[config.mk]
export PLATFORM = sky130hd
export DESIGN_NAME = ahb_lite_interconnect
export DESIGN_NICKNAME = d
export VERILOG_FILES = /design/src/rtl/ahb_lite_interconnect_pkg.sv /design/src/rtl/ahb_default_slave.sv /design/src/rtl/ahb_lite_interconnect.sv
export SDC_FILE = /design/constraint.sdc
export NUM_CORES = 1
export LEC_CHECK = 0
export CAP_MARGIN = 20
export CORE_MARGIN = 2
export CORE_UTILIZATION = 26
export CTS_BUF_LIST = sky130_fd_sc_hd__clkbuf_16
export DETAILED_ROUTE_END_ITERATION = 8
export PLACE_DENSITY = 0.92
export REMOVE_ABC_BUFFERS = 1
export SLEW_MARGIN = 20
export SYNTH_ARGS = -nofsm -noshare
export SYNTH_HDL_FRONTEND = slang
export SYNTH_HIERARCHICAL = 1
export SYNTH_SLANG_ARGS = --single-unit
[constraint.sdc]
create_clock -name HCLK -period 5.31 [get_ports HCLK]
set_clock_uncertainty 0.05 [all_clocks]
set_input_delay 1.593 -clock HCLK [delete_from_list [all_inputs] [get_ports HCLK]]
set_output_delay 1.593 -clock HCLK [all_outputs]
set_load 0.005 [all_outputs]
[src/rtl/ahb_lite_interconnect_pkg.sv]
// Shared AHB-Lite types for the interconnect: transfer/size encodings,
// response codes and the default-slave state set.
package ahb_lite_interconnect_pkg;

  typedef enum logic [1:0] {
    IDLE   = 2'b00,
    BUSY   = 2'b01,
    NONSEQ = 2'b10,
    SEQ    = 2'b11
  } htrans_e;

  typedef enum logic [2:0] {
    BYTE     = 3'b000,
    HALFWORD = 3'b001,
    WORD     = 3'b010,
    DWORD    = 3'b011,
    LINE4    = 3'b100,
    LINE8    = 3'b101,
    LINE16   = 3'b110,
    LINE32   = 3'b111
  } hsize_e;

  typedef enum logic [1:0] {
    DS_IDLE = 2'b00,
    DS_ERR1 = 2'b01,
    DS_ERR2 = 2'b10
  } ds_state_e;

  localparam logic HRESP_OKAY  = 1'b0;
  localparam logic HRESP_ERROR = 1'b1;

  // NONSEQ and SEQ are the only transfer types that carry data.
  function automatic logic is_active(input htrans_e t);
    return t[1];
  endfunction

endpackage

[src/rtl/ahb_default_slave.sv]
// Default slave for unmapped regions: two-cycle ERROR response FSM and a
// saturating count of unmapped transfers.
module ahb_default_slave
  import ahb_lite_interconnect_pkg::*;
#(
  parameter int ERR_CNT_W = 8
) (
  input  logic                 HCLK,
  input  logic                 HRESETn,
  input  logic                 capture,
  output logic                 hready,
  output logic                 hresp,
  output logic [ERR_CNT_W-1:0] err_cnt
);

  ds_state_e            state_r;
  logic                 hready_r;
  logic                 hresp_r;
  logic [ERR_CNT_W-1:0] err_cnt_r;

  // Error response sequencer; outputs are registered alongside the state.
  always_ff @(posedge HCLK or negedge HRESETn) begin
    if (!HRESETn) begin
      state_r  <= DS_IDLE;
      hready_r <= 1'b1;
      hresp_r  <= HRESP_OKAY;
    end else begin
      case (state_r)
        DS_IDLE: begin
          if (capture) begin
            state_r  <= DS_ERR1;
            hready_r <= 1'b0;
            hresp_r  <= HRESP_ERROR;
          end else begin
            state_r  <= DS_IDLE;
            hready_r <= 1'b1;
            hresp_r  <= HRESP_OKAY;
          end
        end
        DS_ERR1: begin
          state_r  <= DS_ERR2;
          hready_r <= 1'b1;
          hresp_r  <= HRESP_ERROR;
        end
        DS_ERR2: begin
          if (capture) begin
            state_r  <= DS_ERR1;
            hready_r <= 1'b0;
            hresp_r  <= HRESP_ERROR;
          end else begin
            state_r  <= DS_IDLE;
            hready_r <= 1'b1;
            hresp_r  <= HRESP_OKAY;
          end
        end
        default: begin
          state_r  <= DS_IDLE;
          hready_r <= 1'b1;
          hresp_r  <= HRESP_OKAY;
        end
      endcase
    end
  end

  // Unmapped-access counter, sticks at all-ones.
  always_ff @(posedge HCLK or negedge HRESETn) begin
    if (!HRESETn) begin
      err_cnt_r <= '0;
    end else if (capture && (err_cnt_r != {ERR_CNT_W{1'b1}})) begin
      err_cnt_r <= err_cnt_r + ERR_CNT_W'(1);
    end
  end

  assign hready  = hready_r;
  assign hresp   = hresp_r;
  assign err_cnt = err_cnt_r;

endmodule

[src/rtl/ahb_lite_interconnect.sv]
// Single-master AHB-Lite decoder and response multiplexor with a built-in
// default slave answering ERROR for unmapped address regions.
module ahb_lite_interconnect
  import ahb_lite_interconnect_pkg::*;
#(
  parameter int NUM_SLAVES = 3,
  parameter int ERR_CNT_W  = 8
) (
  input  logic                    HCLK,
  input  logic                    HRESETn,
  input  logic [31:0]             HADDR,
  input  htrans_e                 HTRANS,
  input  hsize_e                  HSIZE,
  input  logic                    HWRITE,
  output logic [NUM_SLAVES-1:0]   HSEL_S,
  output logic                    HREADY_S,
  input  logic [NUM_SLAVES*32-1:0] HRDATA_S,
  input  logic [NUM_SLAVES-1:0]   HREADYOUT_S,
  input  logic [NUM_SLAVES-1:0]   HRESP_S,
  output logic                    HREADY,
  output logic [31:0]             HRDATA,
  output logic                    HRESP,
  output logic [ERR_CNT_W-1:0]    ERR_CNT
);

  logic [3:0]            idx_s;
  logic                  unmapped_s;
  logic [NUM_SLAVES-1:0] hsel_s;
  logic                  dflt_sel_s;
  logic [NUM_SLAVES-1:0] owner_sel_r;
  logic                  owner_dflt_r;
  logic                  ds_hready_s;
  logic                  ds_hresp_s;
  logic                  hready_s;
  logic                  hresp_s;
  logic [31:0]           hrdata_s;
  logic                  unused_s;

  // Offset, size and direction reach the slaves on their own wires.
  assign unused_s = ^{HADDR[27:0], HSIZE, HWRITE};

  assign idx_s      = HADDR[31:28];
  assign unmapped_s = (idx_s >= 4'(NUM_SLAVES));
  assign dflt_sel_s = is_active(HTRANS) & unmapped_s;

  // One-hot region decode, gated by the transfer type.
  always_comb begin
    hsel_s = '0;
    for (int i = 0; i < NUM_SLAVES; i++) begin
      hsel_s[i] = is_active(HTRANS) & (idx_s == 4'(i));
    end
  end

  // Data-phase owner, advancing only when the current data phase completes.
  always_ff @(posedge HCLK or negedge HRESETn) begin
    if (!HRESETn) begin
      owner_sel_r  <= '0;
      owner_dflt_r <= 1'b0;
    end else if (hready_s) begin
      owner_sel_r  <= hsel_s;
      owner_dflt_r <= dflt_sel_s;
    end
  end

  ahb_default_slave #(
    .ERR_CNT_W (ERR_CNT_W)
  ) u_default_slave (
    .HCLK    (HCLK),
    .HRESETn (HRESETn),
    .capture (hready_s & dflt_sel_s),
    .hready  (ds_hready_s),
    .hresp   (ds_hresp_s),
    .err_cnt (ERR_CNT)
  );

  // Response mux; an empty owner vector yields zero read data.
  always_comb begin
    hrdata_s = 32'h0000_0000;
    for (int i = 0; i < NUM_SLAVES; i++) begin
      hrdata_s = hrdata_s | (HRDATA_S[32*i +: 32] & {32{owner_sel_r[i]}});
    end
    if (owner_dflt_r) begin
      hready_s = ds_hready_s;
      hresp_s  = ds_hresp_s;
    end else if (|owner_sel_r) begin
      hready_s = |(owner_sel_r & HREADYOUT_S);
      hresp_s  = |(owner_sel_r & HRESP_S);
    end else begin
      hready_s = 1'b1;
      hresp_s  = HRESP_OKAY;
    end
  end

  assign HSEL_S   = hsel_s;
  assign HREADY   = hready_s;
  assign HREADY_S = hready_s;
  assign HRESP    = hresp_s;
  assign HRDATA   = hrdata_s;

endmodule

==> metrics.md <==
| Metric | Value |
|---|---|
| Number of hold buffers added after CTS | `0` |
| Overflow left after global routing | `0` |
| Sequential cell area fraction in the yosys report | `30.7%` |
| Share of synthesized cell area in full adder, half adder and majority cells | `0.956%` |
| Power per unit of standard cell area | `230 nW/um^2` |
| Logic pwr share | `48.9%` |
| Depth of the CTS H-tree | `1` |
| Post-synthesis xor/xnor area fraction | `0.669%` |
| IR Drop Worst-Case VDD | `0.296 mV` |
| Die extent in x | `75.0 um` |
| Setup violators final | `0` |
| Fin area | `2970 um^2` |
| Proportion of synthesized area in mux cells | `1.72%` |
| Required @ worst endpoint | `3.67 ns` |
| Maximum Capacitance Violations | `0` |
| CTS tree | `built` |
| Footprint of the multi-input gates | `711 um^2` |
| Number of buffers added for setup after CTS | `0` |
| Top fanout value on the critical path | `3` |
| Number of routed nets with antenna violations | `0` |
| Synth Area in Simple Gates | `15.2%` |
| Clock network fraction of design power | `21.3%` |
| Pre-CTS WS | `0.475 ns` |
| Post-DP Area | `2900 um^2` |
| Largest net degree at the start of global routing | `26` |
| Global-route wire length before repair | `9690 um` |
| Resized Gates After CTS | `0` |
| Clock Root Buffer | `sky130_fd_sc_hd__clkbuf_16` |
| DP HPWL | `5370 um` |
| Number of diodes | `0` |
| Filler cells | `410` |
| Result of the run | `finished clean` |
| Longest Clk Path Bufs | `2` |
| Leakage power total | `1.35 nW` |
| Main combinational cell family by area after synthesis | `compound AO/OA/AOI/OAI gates` |
| Starting utilization of the core area | `27.3%` |
| Sequential power share | `29.8%` |
| Internal reg-to-reg setup slack | `2.63 ns` |
| Tmin final | `4.85 ns` |
| P&R area growth vs syn | `127%` |
| Compound-Gate Fraction of Synth Area | `35.8%` |
| Worst hold-check path type | `reg2reg` |
| Initial antenna violation count | `0` |
| Synth Area per Inst | `8.67 um^2` |
| Register bit total from synthesis | `16` |
| Final #Nets | `443` |
| Setup slack after layout | `0.462 ns` |
| Synth Warn # | `6` |
| Fraction of layout cells with a size suffix above 1 | `3.34%` |
| Number of placement rows | `25` |
| Cell type with the largest total area after synthesis | `sky130_fd_sc_hd__dfrtp_1` |
| Chip height | `75.0 um` |
| Number of vias in the routed layout | `1958` |
| Count of input and output buffers | `154` |
| Initial drt markers | `225` |
| Psw | `0.208 mW` |
| Share of Yosys cell area claimed by the top area cell type | `28.7%` |
| Vias in the first global route | `1966` |
| Sequential cell area in the final layout | `402 um^2` |
| Clock transition at the registers of the reported paths | `0.05 ns` |
| Max_slew headroom | `51.8%` |
| Final wirelength | `6650 um` |
| DRC violations left | `0` |
| WL/cell | `18.2 um` |
| Global-route total usage across every layer | `22.3%` |
| Core region area | `4790 um^2` |
| Count of final max-slew check failures | `0` |
| Via-to-Cell Ratio | `5.35` |
| Final hold violations | `0` |
| Post-route worst hold slack | `0.361 ns` |
| Clock tree sinks | `16` |
| Leading cell types by total area after synthesis | `sky130_fd_sc_hd__dfrtp_1 (29%), sky130_fd_sc_hd__a222oi_1 (26%), sky130_fd_sc_hd__inv_1 (9.8%), sky130_fd_sc_hd__a32o_1 (2.3%), sky130_fd_sc_hd__dfstp_2 (2.0%)` |
| Gate Count Post-Synth | `151` |
| Data arrival time of the worst path | `3.21 ns` |
| Number of primary I/O pins | `188` |
| Internal Dissipation | `0.477 mW` |
| Final worst path period share | `91.3%` |
| Number of optimization iterations in the first detailed-route pass | `8` |
| Setup repair after global routing missed its margin | `false` |
| Die ar. | `5620 um^2` |
| Setup TNS | `0 ns` |
| Endpoint kind of the worst setup timing path | `primary output` |
| Final Power | `0.684 mW` |
| Number of CTS-inserted buffers | `3` |
| Cell area after technology mapping | `1310 um^2` |
| Final estimated routing congestion in global placement | `0.827` |
| Switch share | `30.3%` |
| Setup crit start kind | `input port` |
| Transition time at the pin with the least slew margin | `0.717 ns` |
| Clock network latency to the later pin of the worst-skew pair | `0.24 ns` |
| Yosys cell types | `39` |
| Peak clock frequency supported by timing | `206 MHz` |
| Critical path start-end classification | `in2out` |
-- cells by family (layout without fill, tap and decap cells) --
| group | Yosys count | after routing |
|---|---|---|
| compound gates | 52 | 52 |
| flops | 16 | 16 |
| fa+ha+maj | 1 | 1 |
| xor+xnor | 1 | 1 |
| simple gates | 32 | 32 |
| buf+inv | 47 | 195 |
| mux | 2 | 2 |
-- cell usage in the layout (no fill, tap or decap), types with 2 or more instances in the layout --
master	Yosys	layout
sky130_fd_sc_hd__nor2_1	4	4
sky130_fd_sc_hd__clkdlybuf4s50_1	0	154
sky130_fd_sc_hd__nand2_1	4	4
sky130_fd_sc_hd__nor3_1	3	3
sky130_fd_sc_hd__clkbuf_16	0	3
sky130_fd_sc_hd__and4b_1	2	2
sky130_fd_sc_hd__inv_1	34	34
sky130_fd_sc_hd__nor2b_1	3	3
sky130_fd_sc_hd__a32o_1	3	3
sky130_fd_sc_hd__a21oi_1	5	5
sky130_fd_sc_hd__nand2b_1	2	2
sky130_fd_sc_hd__and3_1	3	3
sky130_fd_sc_hd__dfrtp_1	15	15
sky130_fd_sc_hd__a31oi_1	2	2
sky130_fd_sc_hd__a222oi_1	34	34
sky130_fd_sc_hd__and4_1	3	3
sky130_fd_sc_hd__buf_4	1	2
sky130_fd_sc_hd__nand3_1	2	2
-- area by class of cell --
class	count	share of cell area [%]
sequential	16	13.5
timing repair buffer	157	52.8
inverter	34	4.29
multi-input combinational	88	23.9
tap	67	2.82
clock inverter	1	0.126
clock buffer	3	2.52
-- routing by layer --
| metal | track usage [%] | routed length, um | vias to the layer above | part of all wire (%) |
|---|---|---|---|---|
| li1 | - | - | 903 | - |
| met1 | 23.7 | 2270 | 910 | 34 |
| met2 | 41.1 | 3420 | 123 | 51 |
| met3 | 6.43 | 745 | 22 | 11 |
| met4 | 8.93 | 215 | 0 | 3.2 |
| met5 | 0 | 0 | - | 0 |
-- power groups by stage --
stage          clock network [mW]  registers, mW  logic (mW)
4_1_cts                     0.150          0.204       0.335
3_5_place_dp                    0          0.204       0.333
5_1_grt                     0.155          0.212       0.361
3_3_place_gp                    0          0.206       0.316
6_report                    0.146          0.204       0.334
2_1_floorplan                   0          0.202       0.102
-- per-stage QoR --
stage,util (%),std cells
5_1_grt,62.1,366
6_report,62.1,366
4_1_cts,62.1,366
2_1_floorplan,-,138
3_3_place_gp,60.2,361
3_5_place_dp,60.5,362
-- cell usage after synthesis (all sizes together) --
library cell / number
buf: 7
dfrtp: 15
a22oi: 1
a21oi: 5
nand2b: 2
a32o: 3
o21ai: 2
and2: 1
ha: 1
nor4bb: 1
a21o: 1
inv: 34
and4b: 2
o31ai: 1
or3: 1
nor3: 3
a211o: 1
clkbuf: 6
dfstp: 1
a222oi: 34
mux2: 2
nand3: 2
nand2: 4
a21boi: 1
or2: 1
o21bai: 1
and3: 3
and4: 3
nor2: 4
xnor2: 1
a31oi: 2
nand4: 2
nor2b: 3
-- state kept, by name (all words and copies together) (netlist names) --
register / cells
u_default_slave/hready: 1
owner_sel_r: 3
u_default_slave/hresp: 1
u_default_slave/err_cnt: 8
owner_dflt_r: 1
u_default_slave/state_r: 2
-- final timing paths --
check,start,endpoint,cells past startpoint
max in group asynchronous,HRESETn,owner_sel_r[0],1
min in group asynchronous,HRESETn,u_default_slave/err_cnt[4],1
setup reg to reg,owner_sel_r[1],u_default_slave/err_cnt[7],6
hold / removal,u_default_slave/state_r[1],u_default_slave/state_r[1],1
hold reg to reg,u_default_slave/state_r[1],u_default_slave/state_r[1],1
setup / recovery,HREADYOUT_S[1],HREADY_S,5
-- worst max-delay path, cell delays in order --
cell	delay, ns
sky130_fd_sc_hd__clkdlybuf4s50_1	0.42
sky130_fd_sc_hd__a222oi_1	0.39
sky130_fd_sc_hd__and3_1	0.27
sky130_fd_sc_hd__nor2_1	0.08
sky130_fd_sc_hd__clkdlybuf4s50_1	0.46
Power figures use the tool's default switching activity.
